### src/rtl/pc_pkg.sv
// Shared types for the program-counter unit: next-PC selection encoding and
// the priority function that maps control inputs onto it.
package pc_pkg;

  typedef enum logic [2:0] {
    SEL_HOLD,
    SEL_INC,
    SEL_BRANCH,
    SEL_JUMP,
    SEL_CALL,
    SEL_RET,
    SEL_SWAP
  } next_sel_t;

  // A ret on an empty stack falls back to increment; call+ret on an empty
  // stack degrades to a plain call.
  function automatic next_sel_t pc_select(
    input logic stall,
    input logic ret,
    input logic call,
    input logic jump,
    input logic branch_taken,
    input logic ras_empty
  );
    if (stall)       return SEL_HOLD;
    if (ret && call) return ras_empty ? SEL_CALL : SEL_SWAP;
    if (ret)         return ras_empty ? SEL_INC : SEL_RET;
    if (call)        return SEL_CALL;
    if (jump)        return SEL_JUMP;
    if (branch_taken) return SEL_BRANCH;
    return SEL_INC;
  endfunction

endpackage

### src/rtl/pc_if.sv
// Control/status bundle between decode/execute (master) and the PC unit (slave).
interface pc_if #(parameter int WIDTH = 16);
  logic             stall;
  logic             branchTaken;
  logic [WIDTH-1:0] branchOffset;
  logic             jump;
  logic             call;
  logic             ret;
  logic [WIDTH-1:0] jumpTarget;
  logic [WIDTH-1:0] pc;
  logic [WIDTH-1:0] pcNext;
  logic             rasEmpty;
  logic             rasFull;
  logic             rasOverflow;
  logic             rasUnderflow;

  modport master (
    output stall, branchTaken, branchOffset, jump, call, ret, jumpTarget,
    input  pc, pcNext, rasEmpty, rasFull, rasOverflow, rasUnderflow
  );

  modport slave (
    input  stall, branchTaken, branchOffset, jump, call, ret, jumpTarget,
    output pc, pcNext, rasEmpty, rasFull, rasOverflow, rasUnderflow
  );
endinterface

### src/rtl/pc_ras.sv
// Circular return-address stack. A push when full overwrites the oldest entry,
// since the top pointer simply advances over it.
module pc_ras #(
  parameter int WIDTH = 16,
  parameter int DEPTH = 4
) (
  input  logic             clk,
  input  logic             reset,
  input  logic             push,
  input  logic             pop,
  input  logic             swap,
  input  logic [WIDTH-1:0] wdata,
  output logic [WIDTH-1:0] top,
  output logic             empty,
  output logic             full,
  output logic             overflow,
  output logic             underflow
);
  localparam int PW = $clog2(DEPTH);

  logic [WIDTH-1:0] mem_q [DEPTH];
  logic [PW-1:0]    tp_q, tp_d, wr_idx;
  logic [PW:0]      cnt_q, cnt_d;
  logic             ovf_q, ovf_d, unf_q, unf_d, wr_en;

  assign top       = mem_q[tp_q];
  assign empty     = (cnt_q == '0);
  assign full      = (cnt_q == (PW+1)'(DEPTH));
  assign overflow  = ovf_q;
  assign underflow = unf_q;

  always_comb begin
    tp_d   = tp_q;
    cnt_d  = cnt_q;
    ovf_d  = 1'b0;
    unf_d  = 1'b0;
    wr_en  = 1'b0;
    wr_idx = tp_q;
    if (swap) begin
      wr_en = 1'b1;
    end else if (push) begin
      tp_d   = tp_q + PW'(1);
      wr_idx = tp_d;
      wr_en  = 1'b1;
      if (full) ovf_d = 1'b1;
      else      cnt_d = cnt_q + (PW+1)'(1);
    end else if (pop) begin
      if (empty) begin
        unf_d = 1'b1;
      end else begin
        tp_d  = tp_q - PW'(1);
        cnt_d = cnt_q - (PW+1)'(1);
      end
    end
  end

  // Storage is deliberately not reset; only the pointer/count are.
  always_ff @(posedge clk) begin
    if (wr_en && !reset) mem_q[wr_idx] <= wdata;
  end

  always_ff @(posedge clk) begin
    if (reset) begin
      tp_q  <= '0;
      cnt_q <= '0;
      ovf_q <= 1'b0;
      unf_q <= 1'b0;
    end else begin
      tp_q  <= tp_d;
      cnt_q <= cnt_d;
      ovf_q <= ovf_d;
      unf_q <= unf_d;
    end
  end
endmodule

### src/rtl/pc_unit.sv
// Fetch-stage program counter: PC register, increment/branch adders and the
// next-PC mux, with call/return targets held in pc_ras.
module pc_unit
  import pc_pkg::*;
#(
  parameter int               WIDTH     = 16,
  parameter int               STEP      = 2,
  parameter logic [WIDTH-1:0] RESET_VEC = '0,
  parameter int               RAS_DEPTH = 4
) (
  input  logic clk,
  input  logic reset,
  pc_if.slave  bus
);
  next_sel_t        sel;
  logic [WIDTH-1:0] pc_q, pc_d, pc_inc, pc_br, ras_top;
  logic             ras_empty, ras_full, ras_ovf, ras_unf;
  logic             ras_push, ras_pop, ras_swap;

  assign pc_inc = pc_q + WIDTH'(STEP);
  assign pc_br  = pc_q + bus.branchOffset;

  assign sel = pc_select(bus.stall, bus.ret, bus.call, bus.jump,
                         bus.branchTaken, ras_empty);

  // Pop is raised for any unstalled ret-only so the stack can flag underflow.
  assign ras_push = (sel == SEL_CALL);
  assign ras_swap = (sel == SEL_SWAP);
  assign ras_pop  = bus.ret && !bus.call && !bus.stall;

  always_comb begin
    pc_d = pc_inc;
    case (sel)
      SEL_HOLD:                     pc_d = pc_q;
      SEL_INC:                      pc_d = pc_inc;
      SEL_BRANCH:                   pc_d = pc_br;
      SEL_JUMP, SEL_CALL, SEL_SWAP: pc_d = bus.jumpTarget;
      SEL_RET:                      pc_d = ras_top;
      default:                      pc_d = pc_inc;
    endcase
  end

  always_ff @(posedge clk) begin
    if (reset) pc_q <= RESET_VEC;
    else       pc_q <= pc_d;
  end

  pc_ras #(.WIDTH(WIDTH), .DEPTH(RAS_DEPTH)) u_ras (
    .clk       (clk),
    .reset     (reset),
    .push      (ras_push),
    .pop       (ras_pop),
    .swap      (ras_swap),
    .wdata     (pc_inc),
    .top       (ras_top),
    .empty     (ras_empty),
    .full      (ras_full),
    .overflow  (ras_ovf),
    .underflow (ras_unf)
  );

  assign bus.pc           = pc_q;
  assign bus.pcNext       = pc_d;
  assign bus.rasEmpty     = ras_empty;
  assign bus.rasFull      = ras_full;
  assign bus.rasOverflow  = ras_ovf;
  assign bus.rasUnderflow = ras_unf;
endmodule
### src/flat_wrapper.sv
// flat-port wrapper written by rule: the top's interface ports become plain ports
module pc_unit_flat import pc_pkg::*;
#(
  parameter int               WIDTH     = 16,
  parameter int               STEP      = 2,
  parameter logic [WIDTH-1:0] RESET_VEC = '0,
  parameter int               RAS_DEPTH = 4
)
  (clk, reset, bus_stall, bus_branchTaken, bus_branchOffset, bus_jump, bus_call, bus_ret, bus_jumpTarget, bus_pc, bus_pcNext, bus_rasEmpty, bus_rasFull, bus_rasOverflow, bus_rasUnderflow);
  pc_if #(.WIDTH(WIDTH)) bus_i ();
  input  logic clk;
  input  logic reset;
  input wire logic [$bits(bus_i.stall)-1:0] bus_stall;
  input wire logic [$bits(bus_i.branchTaken)-1:0] bus_branchTaken;
  input wire logic [$bits(bus_i.branchOffset)-1:0] bus_branchOffset;
  input wire logic [$bits(bus_i.jump)-1:0] bus_jump;
  input wire logic [$bits(bus_i.call)-1:0] bus_call;
  input wire logic [$bits(bus_i.ret)-1:0] bus_ret;
  input wire logic [$bits(bus_i.jumpTarget)-1:0] bus_jumpTarget;
  output wire logic [$bits(bus_i.pc)-1:0] bus_pc;
  output wire logic [$bits(bus_i.pcNext)-1:0] bus_pcNext;
  output wire logic [$bits(bus_i.rasEmpty)-1:0] bus_rasEmpty;
  output wire logic [$bits(bus_i.rasFull)-1:0] bus_rasFull;
  output wire logic [$bits(bus_i.rasOverflow)-1:0] bus_rasOverflow;
  output wire logic [$bits(bus_i.rasUnderflow)-1:0] bus_rasUnderflow;
  assign bus_i.stall = bus_stall;
  assign bus_i.branchTaken = bus_branchTaken;
  assign bus_i.branchOffset = bus_branchOffset;
  assign bus_i.jump = bus_jump;
  assign bus_i.call = bus_call;
  assign bus_i.ret = bus_ret;
  assign bus_i.jumpTarget = bus_jumpTarget;
  assign bus_pc = bus_i.pc;
  assign bus_pcNext = bus_i.pcNext;
  assign bus_rasEmpty = bus_i.rasEmpty;
  assign bus_rasFull = bus_i.rasFull;
  assign bus_rasOverflow = bus_i.rasOverflow;
  assign bus_rasUnderflow = bus_i.rasUnderflow;
  pc_unit #(.WIDTH(WIDTH), .STEP(STEP), .RESET_VEC(RESET_VEC), .RAS_DEPTH(RAS_DEPTH)) u_core (.clk(clk), .reset(reset), .bus(bus_i));
endmodule
### config.mk
export PLATFORM = sky130hd
export DESIGN_NAME = pc_unit_flat
export DESIGN_NICKNAME = d
export VERILOG_FILES = /design/src/rtl/pc_pkg.sv /design/src/rtl/pc_if.sv /design/src/rtl/pc_ras.sv /design/src/rtl/pc_unit.sv /design/src/flat_wrapper.sv
export SDC_FILE = /design/constraint.sdc
export NUM_CORES = 1
export LEC_CHECK = 0
export CORE_MARGIN = 2
export CORE_UTILIZATION = 45
export CTS_BUF_LIST = sky130_fd_sc_hd__clkbuf_8
export CTS_CLUSTER_SIZE = 20
export DETAILED_ROUTE_END_ITERATION = 10
export HOLD_SLACK_MARGIN = 0.02
export PLACE_DENSITY = 0.68
export SKIP_CTS_REPAIR_TIMING = 1
export SLEW_MARGIN = 0
export SYNTH_ARGS = -nofsm -noshare
export SYNTH_HDL_FRONTEND = slang
export SYNTH_SLANG_ARGS = --single-unit
### constraint.sdc
create_clock -name clk -period 3.7 [get_ports clk]
set_clock_uncertainty 0.05 [all_clocks]
set_input_delay 0.74 -clock clk [delete_from_list [all_inputs] [get_ports clk]]
set_output_delay 0.74 -clock clk [all_outputs]
set_load 0.01 [all_outputs]
==> impl_metrics.py <==
metrics = {
    "yosys": {
        "synth_top_cells_by_area": "edfxtp_1 40%, dfxtp_1 10%, mux4_2 7.4%",
        "synth_warnings": 0,
        "mappedNetlistArea_sq_um": 4858,
        "mappedNetlistNets": 481,
        "synth_edf_count": 64,
        "postSynthCellCount": 422,
        "ys_types": 62,
        "netlist.area_leader.share": 0.3956,
        "syn_area_per_cell_sq_um": 11.51,
        "yosysTopAreaCell": "edfxtp_1",
        "synthFlopType": "edfxtp_1",
        "synth_seq_cells": 89,
        "synth_seq_area_share": 0.4986,
        "async_flop_share": 0,
    },
    "global_routing": {
        "antenna_found_initial": 0,
        "grt_max_degree": 25,
        "grt_pass1_vias": 4129,
        "grt_pass1_wl_mm": 21.38,
        "track_usage": 0.2437,
        "grt_overflow_total": 0,
    },
    "timing": {
        "hold_viol": 0,
        "period_needed_ps": 3673,
        "finalCritPeriodShare": 0.9927,
        "grt_setup_unrepaired": "true",
        "relSlewSlack": 0.6539,
        "fmax_mhz": 272.3,
        "max_slew.worst_pin.slew_ps": 515.5,
        "finalSetupViolations": 0,
        "tns_ps": 0,
        "hold_slack_ps": 578.4,
        "slew_violations": 0,
    },
    "route": {
        "dr.pass1.iters": 5,
        "vias": 4195,
        "drt-initial-drc-count": 364,
        "final_antenna_net_count": 0,
        "wl_mm": 13.86,
        "route.detailed.drc": 0,
        "viasPerCell": 5.802,
        "post_drt_wl_per_cell_microns": 19.17,
    },
    "final_layout": {
        "utilization": 0.6603,
        "nets": 641,
        "area_growth_pct": 41.57,
        "antenna-diode-count": 0,
        "regArea_sq_um": 2422,
        "fillers": 785,
        "drive_above_1_share": 0.2794,
        "multi_input_area_sq_um": 2465,
    },
    "power_and_ir_drop": {
        "ir_worst_vdd_mv": 0.2539,
        "power_leakage_nw": 2.846,
        "powerDensity_nw_per_um2": 411.0,
    },
    "die": {
        "num_io_pins": 75,
        "die_height_microns": 107.9,
        "rows": 37,
        "initial_utilization": 0.4664,
        "core_sq_um": 10420,
        "fp.dieW_microns": 107.9,
        "die_area_sq_um": 11640,
    },
    "critical_path": {
        "cpMaxStageDelayCell": "clkdlybuf4s50_1",
        "cp.required_ps": 2910,
        "reg2reg_depth": 8,
        "crit_start": "bus_branchOffset[2]",
        "crit_buf_inv": 3,
        "critPathKind": "input port to primary output",
        "timing.rr.start": "u_core.u_ras.cnt_q[0]$_SDFFE_PP0P_",
        "path_cells": "clkdlybuf4s50_1 -> ha_4 -> nor2b_4 -> o2111ai_4 -> nand4b_1 -> buf_4 -> a21oi_2 -> mux2i_1 -> nand2_1 -> dlymetal6s2s_1",
        "r2r-end": "u_core.u_ras.mem_q[2][11]$_DFFE_PP_",
        "r2r_slack_ps": 990,
        "cp-end-kind": "primary output",
        "crit_path_start_kind": "input port",
        "worstPathArrival_ps": 2880,
        "slowest_delay_ps": 500,
        "path_delay_family": "buffers and inverters",
        "cp_max_fo": 4,
    },
    "run_status": {
        "status": "completed",
    },
    "clock_network": {
        "cts_made_buffers": 9,
        "ctsRootBufferMaster": "clkbuf_8",
        "clock_latency_ps": 370,
        "cts_buffer_depth": 2,
        "clock_sinks": 89,
        "cts_tree": "yes",
        "clkTransAtPathRegs_ps": 90,
        "htreeDepth": 3,
    },
    "worst_hold_path": {
        "hold_path_depth": 0,
        "min_from": "u_core.bus.pc[0]$_SDFF_PP0_",
        "min_path_type": "flip-flop to flip-flop",
        "min_to": "u_core.u_ras.mem_q[3][0]$_DFFE_PP_",
    },
    "place": {
        "gp_congestion": 0.9280,
        "io_buffers": 74,
        "hpwl_mm": 10.06,
    },
    "flow_run": {
        "max_cap_violations": 0,
    },
}
[cell families (layout without fill, tap and decap cells)]
family                   Yosys count  count (layout)  share of synthesized area
AND/OR/NAND/NOR                  136             136                     0.1458
AO/OA/AOI/OAI                     99              99                     0.1460
flip-flops                        89              89                     0.4986
buffers and inverters             35             200                    0.03091
XOR/XNOR                          22              22                    0.03966
multiplexers                      21              21                    0.08447
adder cells (fa/ha/maj)           20              20                    0.05460
[metrics by stage]
step / instances / worst slack [ps] / instance area [sq um] / total power [mW]
6_report: 723 / 26.91 / 6878 / 2.826
5_1_grt: 723 / -55.65 / 6878 / 2.974
4_1_cts: 716 / -573.6 / 6618 / 2.799
3_5_place_dp: 700 / -551.2 / 6419 / 2.109
3_3_place_gp: 700 / -518.5 / 6419 / 2.094
2_1_floorplan: 422 / 375.1 / 4858 / 1.688
[cell usage after synthesis (2+ instances only)]
cell type and number:
a211oi_1 2, a21boi_0 5, a21o_1 7, a21oi_1 25, a222oi_1 14, a31oi_1 9
and3_1 7, and4_1 4, buf_2 6, clkbuf_1 13, dfxtp_1 25, edfxtp_1 64
fa_1 2, ha_1 18, inv_1 13, mux2i_1 5, mux4_2 16, nand2_1 29
nand2b_1 5, nand3_1 14, nand3b_1 2, nand4_1 7, nor2_1 30, nor2b_1 9
nor3_1 11, nor4_1 2, o211ai_1 2, o21a_1 4, o21ai_0 12, o21bai_1 2
o31a_1 2, or3_1 6, xnor2_1 12, xor2_1 10
[per-layer routing]
layer  GRT usage  wire, microns
met2      0.4016           6734
met5           0              0
met3     0.04782           1001
met1      0.3298           5911
met4     0.06868            211
[worst max path at each step]
stage	to	depth (start not counted)	slack [ps]
global placement	bus_pcNext[12]	11	-520
global route	bus_pcNext[15]	11	-60
CTS	bus_pcNext[10]	10	-570
finish	bus_pcNext[14]	10	30
detailed placement	bus_pcNext[10]	10	-550
floorplan	u_core.u_ras.mem_q[0][0]$_DFFE_PP_	8	380
[cell usage in the layout, fill, tap and decap left out, types with 3 or more instances in the layout]
cell type and count:
a21o_1 7, inv_6 3, o21ai_0 9, and3_1 7, buf_12 6, o21a_1 3, edfxtp_1 64, mux4_2 16
buf_4 91, and4_1 3, a21oi_2 3, a31oi_1 9, ha_4 5, a222oi_1 14, nand2_1 29, dfxtp_1 25
xnor2_1 12, a21oi_1 22, xor2_1 10, mux2i_1 5, nand3_1 13, ha_1 13, nor3_1 10, nor2b_1 8
or3_1 6, a21boi_0 4, nand4_1 7, o21ai_2 3, nand2b_1 5, dlymetal6s2s_1 17, clkdlybuf4s50_1 53, nor2_1 28
clkbuf_8 9, inv_1 13
[layout make-up]
cell class	count	share of cell area
Clock buffer	9	0.01801
Clock inverter	7	0.01092
Inverter	13	0.007095
Multi-Input combinational cell	298	0.3584
Sequential cell	89	0.3522
Tap cell	136	0.02474
Timing Repair Buffer	171	0.2287
[registers in the layout, summed over array words and instances (netlist names), named ones only]
register,flops
u_core.u_ras.tp_q,2
u_core.u_ras.overflow,1
u_core.u_ras.underflow,1
u_core.u_ras.mem_q,64
u_core.u_ras.cnt_q,3
u_core.bus.pc,16
[power by group]
group | leakage [nW] | internal, mW | switching (mW)
Sequential | 0.793 | 1.14 | 0.0643
Clock | 0.104 | 0.318 | 0.372
Combinational | 1.95 | 0.481 | 0.448
Power figures use the tool's default switching activity.
